[src/rtl/spi_mem_arbiter.sv]
// spi_mem_arbiter: shares one spi_mem transfer engine between the fetch and data ports
module spi_mem_arbiter #(
  parameter int FAIR       = 0,
  parameter int TIMEOUT    = 63,
  parameter int GAP_CYCLES = 2
) (
  input  logic        clk,
  input  logic        reset,
  input  logic        f_req_i,
  input  logic [15:0] f_addr_i,
  output logic        f_done_o,
  output logic [15:0] f_instr_o,
  input  logic        d_req_i,
  input  logic        d_rwb_i,
  input  logic [15:0] d_addr_i,
  input  logic [15:0] d_wdata_i,
  output logic        d_done_o,
  output logic [15:0] d_rdata_o,
  output logic        err_o,
  output logic        busy_o,
  output logic        mem_start_o,
  output logic        mem_rwb_o,
  output logic        mem_sel_dest_o,
  output logic [15:0] mem_addr_o,
  output logic [15:0] mem_data_o,
  input  logic        mem_csb_i,
  input  logic [15:0] mem_inM_i,
  input  logic [15:0] mem_instr_i
);
  localparam int CW = $clog2(TIMEOUT + 1);
  typedef enum logic [2:0] {IDLE, ISSUE, WAIT_BUSY, WAIT_DONE, COMPLETE, GAP} state_t;
  state_t state, state_n;
  logic [CW-1:0] cnt, cnt_n, cnt_inc;
  logic last_grant, grant_d, tmo, tmo_n;
  assign cnt_inc = cnt + 1'b1;
  assign grant_d = d_req_i && (!f_req_i || FAIR == 0 || !last_grant);
  always_comb begin
    state_n = state;
    cnt_n   = cnt;
    tmo_n   = tmo;
    case (state)
      IDLE: state_n = (f_req_i || d_req_i) ? ISSUE : IDLE;
      ISSUE: begin
        state_n = WAIT_BUSY;
        cnt_n   = '0;
        tmo_n   = 1'b0;
      end
      WAIT_BUSY, WAIT_DONE: begin
        if (state == WAIT_BUSY && !mem_csb_i) begin
          state_n = WAIT_DONE;
          cnt_n   = '0;
        end else if (state == WAIT_DONE && mem_csb_i) begin
          state_n = COMPLETE;
        end else if (cnt_inc == CW'(TIMEOUT)) begin
          state_n = COMPLETE;
          tmo_n   = 1'b1;
        end else begin
          cnt_n = cnt_inc;
        end
      end
      COMPLETE: begin
        state_n = GAP;
        cnt_n   = '0;
      end
      GAP: begin
        state_n = (cnt == CW'(GAP_CYCLES - 1)) ? IDLE : GAP;
        cnt_n   = (cnt == CW'(GAP_CYCLES - 1)) ? '0 : cnt_inc;
      end
      default: state_n = IDLE;
    endcase
  end
  always_ff @(posedge clk or posedge reset) begin
    if (reset) begin
      state          <= IDLE;
      cnt            <= '0;
      tmo            <= 1'b0;
      last_grant     <= 1'b0;
      busy_o         <= 1'b0;
      mem_start_o    <= 1'b0;
      f_done_o       <= 1'b0;
      d_done_o       <= 1'b0;
      err_o          <= 1'b0;
      f_instr_o      <= '0;
      d_rdata_o      <= '0;
      mem_rwb_o      <= 1'b0;
      mem_sel_dest_o <= 1'b0;
      mem_addr_o     <= '0;
      mem_data_o     <= '0;
    end else begin
      state       <= state_n;
      cnt         <= cnt_n;
      tmo         <= tmo_n;
      busy_o      <= state_n != IDLE;
      mem_start_o <= state_n == ISSUE;
      f_done_o    <= state == COMPLETE && !mem_sel_dest_o;
      d_done_o    <= state == COMPLETE && mem_sel_dest_o;
      err_o       <= state == COMPLETE && tmo;
      if (state == IDLE && state_n == ISSUE) begin
        last_grant     <= grant_d;
        mem_sel_dest_o <= grant_d;
        mem_rwb_o      <= grant_d ? d_rwb_i : 1'b1;
        mem_addr_o     <= grant_d ? d_addr_i : f_addr_i;
        mem_data_o     <= grant_d ? d_wdata_i : '0;
      end
      // a timed-out transfer leaves the read-data registers untouched
      if (state == COMPLETE && !tmo) begin
        if (!mem_sel_dest_o) f_instr_o <= mem_instr_i;
        else if (mem_rwb_o) d_rdata_o <= mem_inM_i;
      end
    end
  end
endmodule

[config.mk]
export PLATFORM = sky130hd
export DESIGN_NAME = spi_mem_arbiter
export DESIGN_NICKNAME = d
export VERILOG_FILES = /design/src/rtl/spi_mem_arbiter.sv
export SDC_FILE = /design/constraint.sdc
export NUM_CORES = 1
export LEC_CHECK = 0
export ABC_AREA = 1
export CORE_MARGIN = 4
export CORE_UTILIZATION = 42
export CTS_CLUSTER_DIAMETER = 80
export DETAILED_ROUTE_END_ITERATION = 16
export GPL_TIMING_DRIVEN = 0
export PLACE_DENSITY = 0.8
export SLEW_MARGIN = 10
export SYNTH_ARGS = -nofsm -noshare
export SYNTH_HDL_FRONTEND = slang
export SYNTH_SLANG_ARGS = --single-unit
[constraint.sdc]
create_clock -name clk -period 2.9 [get_ports clk]
set_clock_uncertainty 0.1 [all_clocks]
set_input_delay 0.58 -clock clk [delete_from_list [all_inputs] [get_ports clk]]
set_output_delay 0.58 -clock clk [all_outputs]
set_load 0.01 [all_outputs]
==> impl_results.md, run 1 <==
* Synth Flop Type: dfrtp_1
* Initial antenna violation count at 0
* WP data required at approximately 3000 ps
* Hold Fails Final Rpt at 0
* Hold Path End: mem_data_o[4]$_DFFE_PP0P_
* Pre-CTS setup slack at about 450 ps
* Syn Nets at 452
* CTS Sinks at ~80
* Hold WC Path Type: reg2reg
* P per Cell Area at just under 900 nW/um2
* First-pass GRT wire length at between 10000 and 15000 um
* Nets at 620
* Cells on worst reg2reg path at 11
* WL per Instance at roughly 15 um
* Drt drc at 0
* Worst Tran Pin Value at about 550 ps
* Yosys warns at 0
* Max_cap viols at 0
* Number of H-tree levels at 3
* Cell count after synthesis at between 300 and 400
* Hold Path Depth at 2
* Post-synth EDFFs at 0
* Part of the cycle the worst path needs at 72.4%
* Crit Path Category: in2reg
* Status: finished, final reports clean
* Area growth from synthesis to layout at 54.5%
* Fraction of layout cells with a size suffix above 1 at 11.8%
* Final ANT Viol Nets at 0
* Maximum vdd ir drop at roughly 0.37 mV
* CP endpoint kind: register
* Largest cells by area after synthesis: dfrtp_1, nand2_1, o21ai_0
* CP peak stage delay at around 480 ps
* Worst R2R Setup Slack at about 970 ps
* Relative slew slack at roughly 63%
* Cell Chain, Critical Path: clkdlybuf4s50_1 -> or2_1 -> nand3_1 -> buf_2 -> clkbuf_1 -> o21ai_0
* FMAX at about 0.48 GHz
* Hold path start: mem_data_o[4]$_DFFE_PP0P_
* Clock latency on the worst-skew pair at about 340 ps
* Core area at around 8200 um2
* All-Layer GR Usage at 18.7%
* Ys async rst share at between 90% and 100%
* Post-synthesis register bit count at 81
* DRT iter0 DRCs at 50
* CTS tree: done
* Hold-fix buffers, CTS at 0
* Clk buf depth at 2
* Sum Neg Setup Slack at 0 ps
* Post_cts resized at 0
* Post-DP HPWL at about 7300 um
* Worst flop-to-flop path startpoint: cnt[0]$_DFFE_PP0P_
* Worst-path clk slew at ~90 ps
* Die Wd at 100 um
* Final wirelength at 9300 um
* CTS root buffer: clkbuf_8
* Leakage at between 0.002 and 0.003 uW
* Largest net degree at the start of global routing at 46
* Num ports at ~160
* RSZ-0062 raised after global routing: no
* Worst setup SP type: input pin
* DR vias/cell at 4.77
* Slowest library cell on the worst path: clkdlybuf4s50_1
* Min cycle time layout at around 2100 ps
* Postcts setup bufs at 0
* Worst Path Arrival at about 2200 ps
* PortBufs at 156
* Die Area at 10000 um2
* Vias after detailed routing at approximately 3100
* Yosys top cell area share at a little under three fifths
* Drt pass-1 iters at 4
* Crit-path max FO at 10
* TritonCTS buffer count at 9
* Placed Area at ~5300 um2
* Vias in the first global route at 3100
* Post-synthesis sequential area ratio at roughly 57%
* Std-Cell Rows at 33
* GP Congestion at between 0.7 and 0.8
* Design area at between 5000 and 6000 um2
* Slew Limit Fails at 0
* Setup-failing EPs final at 0
* Cell taking the most area after synthesis: dfrtp_1
* Syn avg cell area at a little under 10 um2
* Initial Utilization at between 40% and 50%
* Netlist cell types at 26
* Die H at between 100 and 150 um
* Worst R2R End: cnt[1]$_DFFE_PP0P_
* Setup WS post-layout at between 800 and 900 ps
* Total grt overflow at 0
* Mapped Area at between 3000 and 4000 um2
* Diode count at 0
==> area by class of cell <==
type,instances,area [um2]
Sequential cell,81,2030
Buffer,15,78.8
Fill cell,676,2710
Multi-Input combinational cell,230,1320
Tap cell,105,131
Clock buffer,10,138
Inverter,37,141
Clock inverter,6,90.1
Timing Repair Buffer,157,1580
==> cells in the mapped netlist, types with 2 or more instances <==
cell type	count
a21oi_1	2
buf_2	3
buf_4	2
clkbuf_1	8
dfrtp_1	81
ha_1	3
inv_1	36
mux2_2	22
mux2_4	10
nand2_1	96
nand3_1	11
nand4_1	2
nor2_1	17
o21ai_0	56
o21ai_1	3
==> worst max-delay path by stage <==
stage	slack, ps	cells past startpoint	end	start
floorplan	140	1	busy_o$_DFF_PP0_	reset
finish	800	6	mem_data_o[11]$_DFFE_PP0P_	d_req_i
detailed placement	450	7	mem_data_o[0]$_DFFE_PP0P_	d_req_i
global route	620	7	mem_data_o[9]$_DFFE_PP0P_	d_req_i
CTS	790	7	mem_data_o[0]$_DFFE_PP0P_	d_req_i
global placement	-1070	2	busy_o$_DFF_PP0_	reset
==> metal layers <==
layer	global-route usage, %	share of wire (%)	up-vias
met5	0	0	-
met4	5.49	1.5	0
met3	4.86	8.0	14
met2	32.5	49	124
met1	23.1	42	1416
li1	-	-	1501
==> power by group <==
group          switching [uW]  total [uW]  internal [uW]
logic                     947        2110           1160
clock network             416         927            512
registers                 278        1850           1570
total                    1640        4890           3250
==> per-stage QoR <==
stage                     hold WS, ps  total power (uW)  instances  util [%]
after CTS                         394              4940        641      67.0
after detailed placement          373              4010        625      64.2
after global routing              420              5220        641      67.0
after floorplan                   380              2830        363         -
final                             389              4890        641      67.0
after global placement            365              3920        624      64.0
==> registers in the layout, summed over array words and instances, names as in the netlist <==
signal / count
state: 3
tmo: 1
mem_addr_o: 16
d_done_o: 1
mem_sel_dest_o: 1
cnt: 6
err_o: 1
mem_data_o: 16
f_instr_o: 16
d_rdata_o: 16
mem_rwb_o: 1
busy_o: 1
mem_start_o: 1
f_done_o: 1
==> logic make-up (layout without fill, tap and decap cells) <==
group / count (synthesis) / count (layout) / share of synthesized area, %
compound gates: 61 / 61 / 8.57
flops: 81 / 81 / 56.9
fa+ha+maj: 3 / 3 / 1.05
buf+inv: 52 / 225 / 6.11
mux: 32 / 32 / 11.2
xor+xnor: 1 / 1 / 0.246
simple gates: 133 / 133 / 16.0
==> cells in the final DEF (no fill, tap or decap) <==
cell type        netlist  routed
a21oi_1                2       2
buf_1                  1       1
buf_12                 0       1
buf_2                  3       3
buf_4                  2       2
buf_8                  1       1
bufinv_16              0       2
clkbuf_1               8       8
clkbuf_8               0      10
clkdlybuf4s50_1        0     156
clkinv_2               0       1
clkinv_4               0       1
clkinvlp_4             0       1
dfrtp_1               81      81
ha_1                   3       3
inv_1                 36      35
inv_2                  1       1
inv_4                  0       1
inv_6                  0       1
mux2_2                22      22
mux2_4                10      10
nand2_1               96      96
nand2_2                1       1
nand2_4                1       1
nand3_1               11      11
nand4_1                2       2
nor2_1                17      17
nor2_2                 1       1
nor3_2                 1       1
nor3_4                 1       1
nor4_4                 1       1
o21ai_0               56      56
o21ai_1                3       3
or2_1                  1       1
xnor2_1                1       1
==> worst max-delay path: cells and delay by family <==
family | cells | cell delay (ps)
AOI/OAI and AO/OA | 1 | 150
buffers and inverters | 3 | 1050
and+or+nand+nor | 2 | 430
No activity file was read; power rests on OpenSTA's default activity.
==> inputs of run 2 (changes only) <==
CORE_UTILIZATION = 38   (was 42)
PLACE_DENSITY = 0.77   (was 0.8)
clock period = 1.86 ns   (was 2.9 ns; I/O delays follow)
==> impl_results.md, run 2 (synthesis gave the netlist of run 1 again) <==
* Status: finished, final reports clean
* All-Layer GR Usage at 16.8% (-1.9 points)
* PortBufs at 156 (unchanged)
* Num ports at 157 (unchanged)
* Clk buf depth at 2 (unchanged)
* Met2 Use GR at 27.6% (-4.9 points)
* Vias after detailed routing at 3138 (+2.7%)
* Core area at 9200 um2 (+12%)
* WP data required at 2020 ps (-990 ps)
* CTS tree: done
* P per Cell Area at 1370 nW/um2 (+55%)
* WL per Instance at 14.2 um (-2.3%)
* Pre-CTS setup slack at -403 ps (-851 ps)
* Slew Limit Fails at 0 (unchanged)
* Most frequent cells in the layout: clkdlybuf4s50_1, nand2_1, dfrtp_1
* Sw power at 2580 uW (+57%)
* Internal at 5140 uW (+58%)
* DRT iter0 DRCs at 125 (+150%)
* Total grt overflow at 0 (unchanged)
* Clock Power Share at 17.8% (-1.2 points)
* Clock latency on the worst-skew pair at 340 ps (about the same)
* Diode count at 0 (unchanged)
* Worst-path clk slew at 80 ps (about the same)
* Final Power at 7720 uW (+58%)
* Maximum vdd ir drop at 0.553 mV (+48%)
* Min cycle time layout at roughly 1800 ps
* Initial Utilization at 38.7% (-4.6 points)
* Nets at 629 (+1.5%)
* Worst Tran Pin Value at 554 ps (+3.62 ps)
* Die Wd at 105 um (+4.7%)
* Area growth from synthesis to layout at 57.5%
* First-pass GRT wire length at 14900 um (-0.60%)
* CTS root buffer: clkbuf_8
* Worst setup SP type: register
* Drt pass-1 iters at 4 (unchanged)
* Fin util at 61.0% (-6.0 points)
* Final wirelength at 9300 um (about the same)
* DR vias/cell at 4.78 (+0.37%)
* Part of the cycle the worst path needs at roughly 97%
* Combinational share of power at 44.9% (+1.7 points)
* Slowest library cell on the worst path: dfrtp_1
* Initial antenna violation count at 0 (unchanged)
* CP endpoint kind: register
* Post-DP HPWL at 7080 um (-2.6%)
* Cell Chain, Critical Path: ha_2 -> nand2_2 -> inv_2 -> nand2_2 -> nand2_1 -> nor2_2 -> nand4_1 -> nand2_2 -> buf_6 -> nand2_1 -> o21ai_0
* Crit Path Category: reg2reg
* Std-Cell Rows at 35 (+6.1%)
* Crit path max-delay family: simple AND/OR/NAND/NOR gates
* CP bufs+invs at 2 (-1)
* FMAX at roughly 0.55 GHz
* Setup-failing EPs final at 0 (unchanged)
* TritonCTS buffer count at 9 (unchanged)
* Worst hold margin at 288 ps (-101 ps)
* GR Util met1 at 21.3% (-1.8 points)
* Leakage at 0.00259 uW (+1.8%)
* Final ANT Viol Nets at 0 (unchanged)
* Number of H-tree levels at 3 (unchanged)
* Die H at 105 um (+4.7%)
* Most used cell, CP: nand2_2
* Die Area at 11000 um2 (+9.7%)
* Most common cell after layout, fill and taps aside: clkdlybuf4s50_1
* Relative slew slack at 63.1% (about the same)
* Hold WC Path Type: in2async
* Layout fillers at 783 (+16%)
* Grt met3 use at 5.44% (+0.57 points)
* CTS Sinks at 81 (unchanged)
* Fraction of layout cells with a size suffix above 1 at 15.0% (+3.3 points)
* Switching share of power at 33.4% (-0.16 points)
* Hold-fix buffers, CTS at 0 (unchanged)
* Vias in the first global route at 3037 (-2.0%)
* Busiest grt layer: met2
* Worst Path Arrival at 1960 ps (-250 ps)
* Largest net degree at the start of global routing at 39 (-15%)
* Max_cap viols at 0 (unchanged)
* Hold Fails Final Rpt at 0 (unchanged)
* Reg power frac at 37.3% (-0.6 points)
* GP Congestion at 0.804 (+0.64%)
* Setup WS post-layout at 57.3 ps (-743 ps)
* Crit-path max FO at 5 (-5)
* Drt drc at 0 (unchanged)
* CP peak stage delay at 440 ps (-40 ps)
-- run 2: changes by cell type in the layout (fill, tap and decap cells not counted), moves of 2 or more --
cell        delta
buf_4          +6
clkbuf_2       +3
nand2_1        -3
nand2_2        +3
buf_6          +2
clkbuf_4       +2
clkinvlp_4     +2
o21ai_0        -2
-- run 2: power by group through the flow --
stage | Clock (uW) | Sequential, uW | Combinational [uW]
2_1_floorplan | 0 | 3170 | 1240
3_3_place_gp | 0 | 2880 | 3230
3_5_place_dp | 0 | 2920 | 3320
4_1_cts | 1410 | 2890 | 3330
5_1_grt | 1490 | 2990 | 3780
6_report | 1370 | 2880 | 3460
-- run 2: layout make-up --
cell class                      count  area [um2]  area share (%)
Buffer                             15        92.6            1.65
Clock buffer                       11         131            2.34
Clock inverter                      5        80.1            1.43
Inverter                           37         143            2.54
Multi-Input combinational cell    230        1340            23.8
Sequential cell                    81        2030            36.1
Tap cell                          111         139            2.47
Timing Repair Buffer              166        1670            29.7
-- run 2: path summary, 6_finish.rpt --
kind / slack, ps / startpoint / end / depth (start not counted)
setup / recovery: 60 / cnt[1]$_DFFE_PP0P_ / cnt[2]$_DFFE_PP0P_ / 11
hold / removal: 290 / reset / f_instr_o[6]$_DFFE_PP0P_ / 2
setup reg to reg: 60 / cnt[1]$_DFFE_PP0P_ / cnt[2]$_DFFE_PP0P_ / 11
hold reg to reg: 390 / mem_data_o[15]$_DFFE_PP0P_ / mem_data_o[15]$_DFFE_PP0P_ / 2
max in group asynchronous: 640 / reset / mem_data_o[15]$_DFFE_PP0P_ / 4
min in group clk: 390 / mem_data_o[15]$_DFFE_PP0P_ / mem_data_o[15]$_DFFE_PP0P_ / 2
-- run 2: metal layers --
metal  vias to the layer above  part of all wire (%)
li1                       1515                     -
met1                      1493                    43
met2                       118                    49
met3                        12                   6.8
met4                         0                   1.4
met5                         -                     0
-- run 2: metrics by stage --
step / instance area [um2] / TNS, ps / std cells
6_report: 5610 / 0 / 656
5_1_grt: 5610 / -418 / 656
4_1_cts: 5530 / 0 / 649
3_5_place_dp: 5310 / -10280 / 632
3_3_place_gp: 5270 / -43080 / 630
2_1_floorplan: 3570 / 0 / 363
-- run 2: repair_timing --
item | in CTS | in global routing
setup endpoints to repair | 22 | 45
cloned | 0 | 1
pin swaps | 1 | 7
buffers inserted | 1 | 6
resized for setup | 4 | 17
==> inputs of run 3 (changes only) <==
CORE_MARGIN = 2   (was 4)
SLEW_MARGIN = default   (was 10)
==> impl_results.md, run 3 (synthesis gave the netlist of run 1 again) <==
* Crit-path max FO at 4 (-1)
* Area growth from synthesis to layout at 57.3%
* Worst R2R Setup Slack at 70 ps (about the same)
* Hold-fix buffers, CTS at 0 (unchanged)
* PortBufs at 156 (unchanged)
* Number of H-tree levels at 3 (unchanged)
* TritonCTS buffer count at 9 (unchanged)
* Min cycle time layout at 1810 ps (+9.55 ps)
* Sum Neg Setup Slack at 0 ps (unchanged)
* Hold WC Path Type: reg2reg
* Std-Cell Rows at 35 (unchanged)
* Hold Path Depth at 2
* Final ANT Viol Nets at 0 (unchanged)
* Num ports at 157 (unchanged)
* Drt pass-1 iters at 5 (+1)
* Worst flop-to-flop path startpoint: cnt[0]$_DFFE_PP0P_
* Drt drc at 0 (unchanged)
* CP bufs+invs at 1 (-1)
* First-pass GRT wire length at 14300 um (-3.7%)
* Worst Path Arrival at 1340 ps (-620 ps)
* CP endpoint kind: output pin
* Worst Tran Pin Value at 926 ps (+372 ps)
* DR vias/cell at 4.75 (-0.78%)
* Clk buf depth at 2 (unchanged)
* Hold Path End: mem_addr_o[15]$_DFFE_PP0P_
* Cell Chain, Critical Path: clkdlybuf4s50_1
* Cells on worst reg2reg path at 10 (-1)
* GP Congestion at 0.803 (-0.17%)
* DRT iter0 DRCs at 124 (-0.80%)
* CP peak stage delay at 570 ps (+130 ps)
* Worst R2R End: cnt[2]$_DFFE_PP0P_
* Hold Fails Final Rpt at 0 (unchanged)
* Worst setup SP type: register
* All-Layer GR Usage at 17.7% (+0.83 points)
* Status: finished, final reports clean
* Largest net degree at the start of global routing at 43 (+10%)
* Worst-path clk slew at 80 ps (about the same)
* Post-DP HPWL at 6850 um (-3.2%)
* Total grt overflow at 0 (unchanged)
* CTS Sinks at 81 (unchanged)
* Post-Place Cells at 631 (-0.16%)
* Hold path start: mem_addr_o[15]$_DFFE_PP0P_
* Relative slew slack at 38.1% (-25 points)
* RSZ-0062 raised after global routing: yes
* Fin util at 61.2% (+0.20 points)
* Setup WS post-layout at 47.8 ps (-9.55 ps)
* Most common cell after layout, fill and taps aside: clkdlybuf4s50_1
* WP data required at 1390 ps (-630 ps)
* CTS tree: done
* Vias after detailed routing at 3104 (-1.1%)
* Initial antenna violation count at 0 (unchanged)
* FMAX at 0.552 GHz (-0.53%)
* Max_cap viols at 0 (unchanged)
* WL per Instance at 14.0 um (-1.4%)
* Slowest library cell on the worst path: clkdlybuf4s50_1
* CTS root buffer: clkbuf_8
* Most frequent cells in the layout: clkdlybuf4s50_1, nand2_1, dfrtp_1
* Setup-failing EPs final at 0 (unchanged)
* Slew Limit Fails at 0 (unchanged)
* Crit Path Category: reg2out
* Leakage at 0.00259 uW (+0.15%)
* Die H at 101 um (-3.8%)
* Core area at 9150 um2 (-0.48%)
* Setup crit start: mem_sel_dest_o$_DFFE_PP0P_
* Non-Filler Instances at 654 (-0.30%)
* Diode count at 0 (unchanged)
* Vias in the first global route at 3160 (+4.1%)
* Die Area at 10200 um2 (-7.5%)
* Part of the cycle the worst path needs at 97.4% (+0.51 points)
* Crit path max-delay family: buffers and inverters
* Final wirelength at 9140 um (-1.7%)
* Worst hold margin at 389 ps (+101 ps)
* P per Cell Area at 1400 nW/um2 (+1.9%)
* Pre-CTS setup slack at -431 ps (-28.1 ps)
* Maximum vdd ir drop at 0.529 mV (-4.3%)
* Fraction of layout cells with a size suffix above 1 at 14.2% (-0.87 points)
* Nets at 628 (-0.16%)
* Initial Utilization at 38.9% (+0.19 points)
* Clock latency on the worst-skew pair at 340 ps (about the same)
* Die Wd at 101 um (-3.8%)
run 3: metal layers:
metal,GRT usage (%),part of all wire (%)
met1,21.5,41
met2,31.4,50
met3,3.74,7.6
met4,5.37,1.1
met5,0,0
run 3: where the power goes:
group          leakage, uW  total (uW)  internal, uW  switching (uW)
logic              0.00144        3430          1920            1500
clock network     0.000117        1530           888             638
registers          0.00104        2900          2450             443
total              0.00259        7850          5260            2590
run 3: worst max path at each step:
stage	to	slack, ps	cells after the start
4_1_cts	cnt[2]$_DFFE_PP0P_	30	11
3_5_place_dp	mem_data_o[10]$_DFFE_PP0P_	-430	6
2_1_floorplan	d_rdata_o[0]$_DFFE_PP0P_	130	5
6_report	mem_sel_dest_o	50	1
3_3_place_gp	mem_addr_o[4]$_DFFE_PP0P_	-430	2
5_1_grt	cnt[2]$_DFFE_PP0P_	-10	8
run 3: cell type report:
class	instances	area, um2
clock inverter	5	104
inverter	37	143
clock buffer	10	128
multi-input combinational	230	1330
sequential	81	2030
buffer	15	88.8
fill	768	3550
timing repair buffer	165	1640
tap	111	139
run 3: through the flow:
stage | instance area (um2) | total power [uW]
after floorplan | 3570 | 4410
after global placement | 5270 | 6090
after detailed placement | 5290 | 6220
after CTS | 5560 | 7800
after global routing | 5610 | 8350
final | 5610 | 7850
run 3: repair_timing:
| action | 4_1_cts | 5_1_grt |
|---|---|---|
| hold endpoints to repair | 0 | 0 |
| pin swaps | 2 | 4 |
| resized for setup | 5 | 9 |
| endpoints found under the setup margin | 31 | 36 |
| cloned | 0 | 1 |
| setup buffers | 4 | 3 |
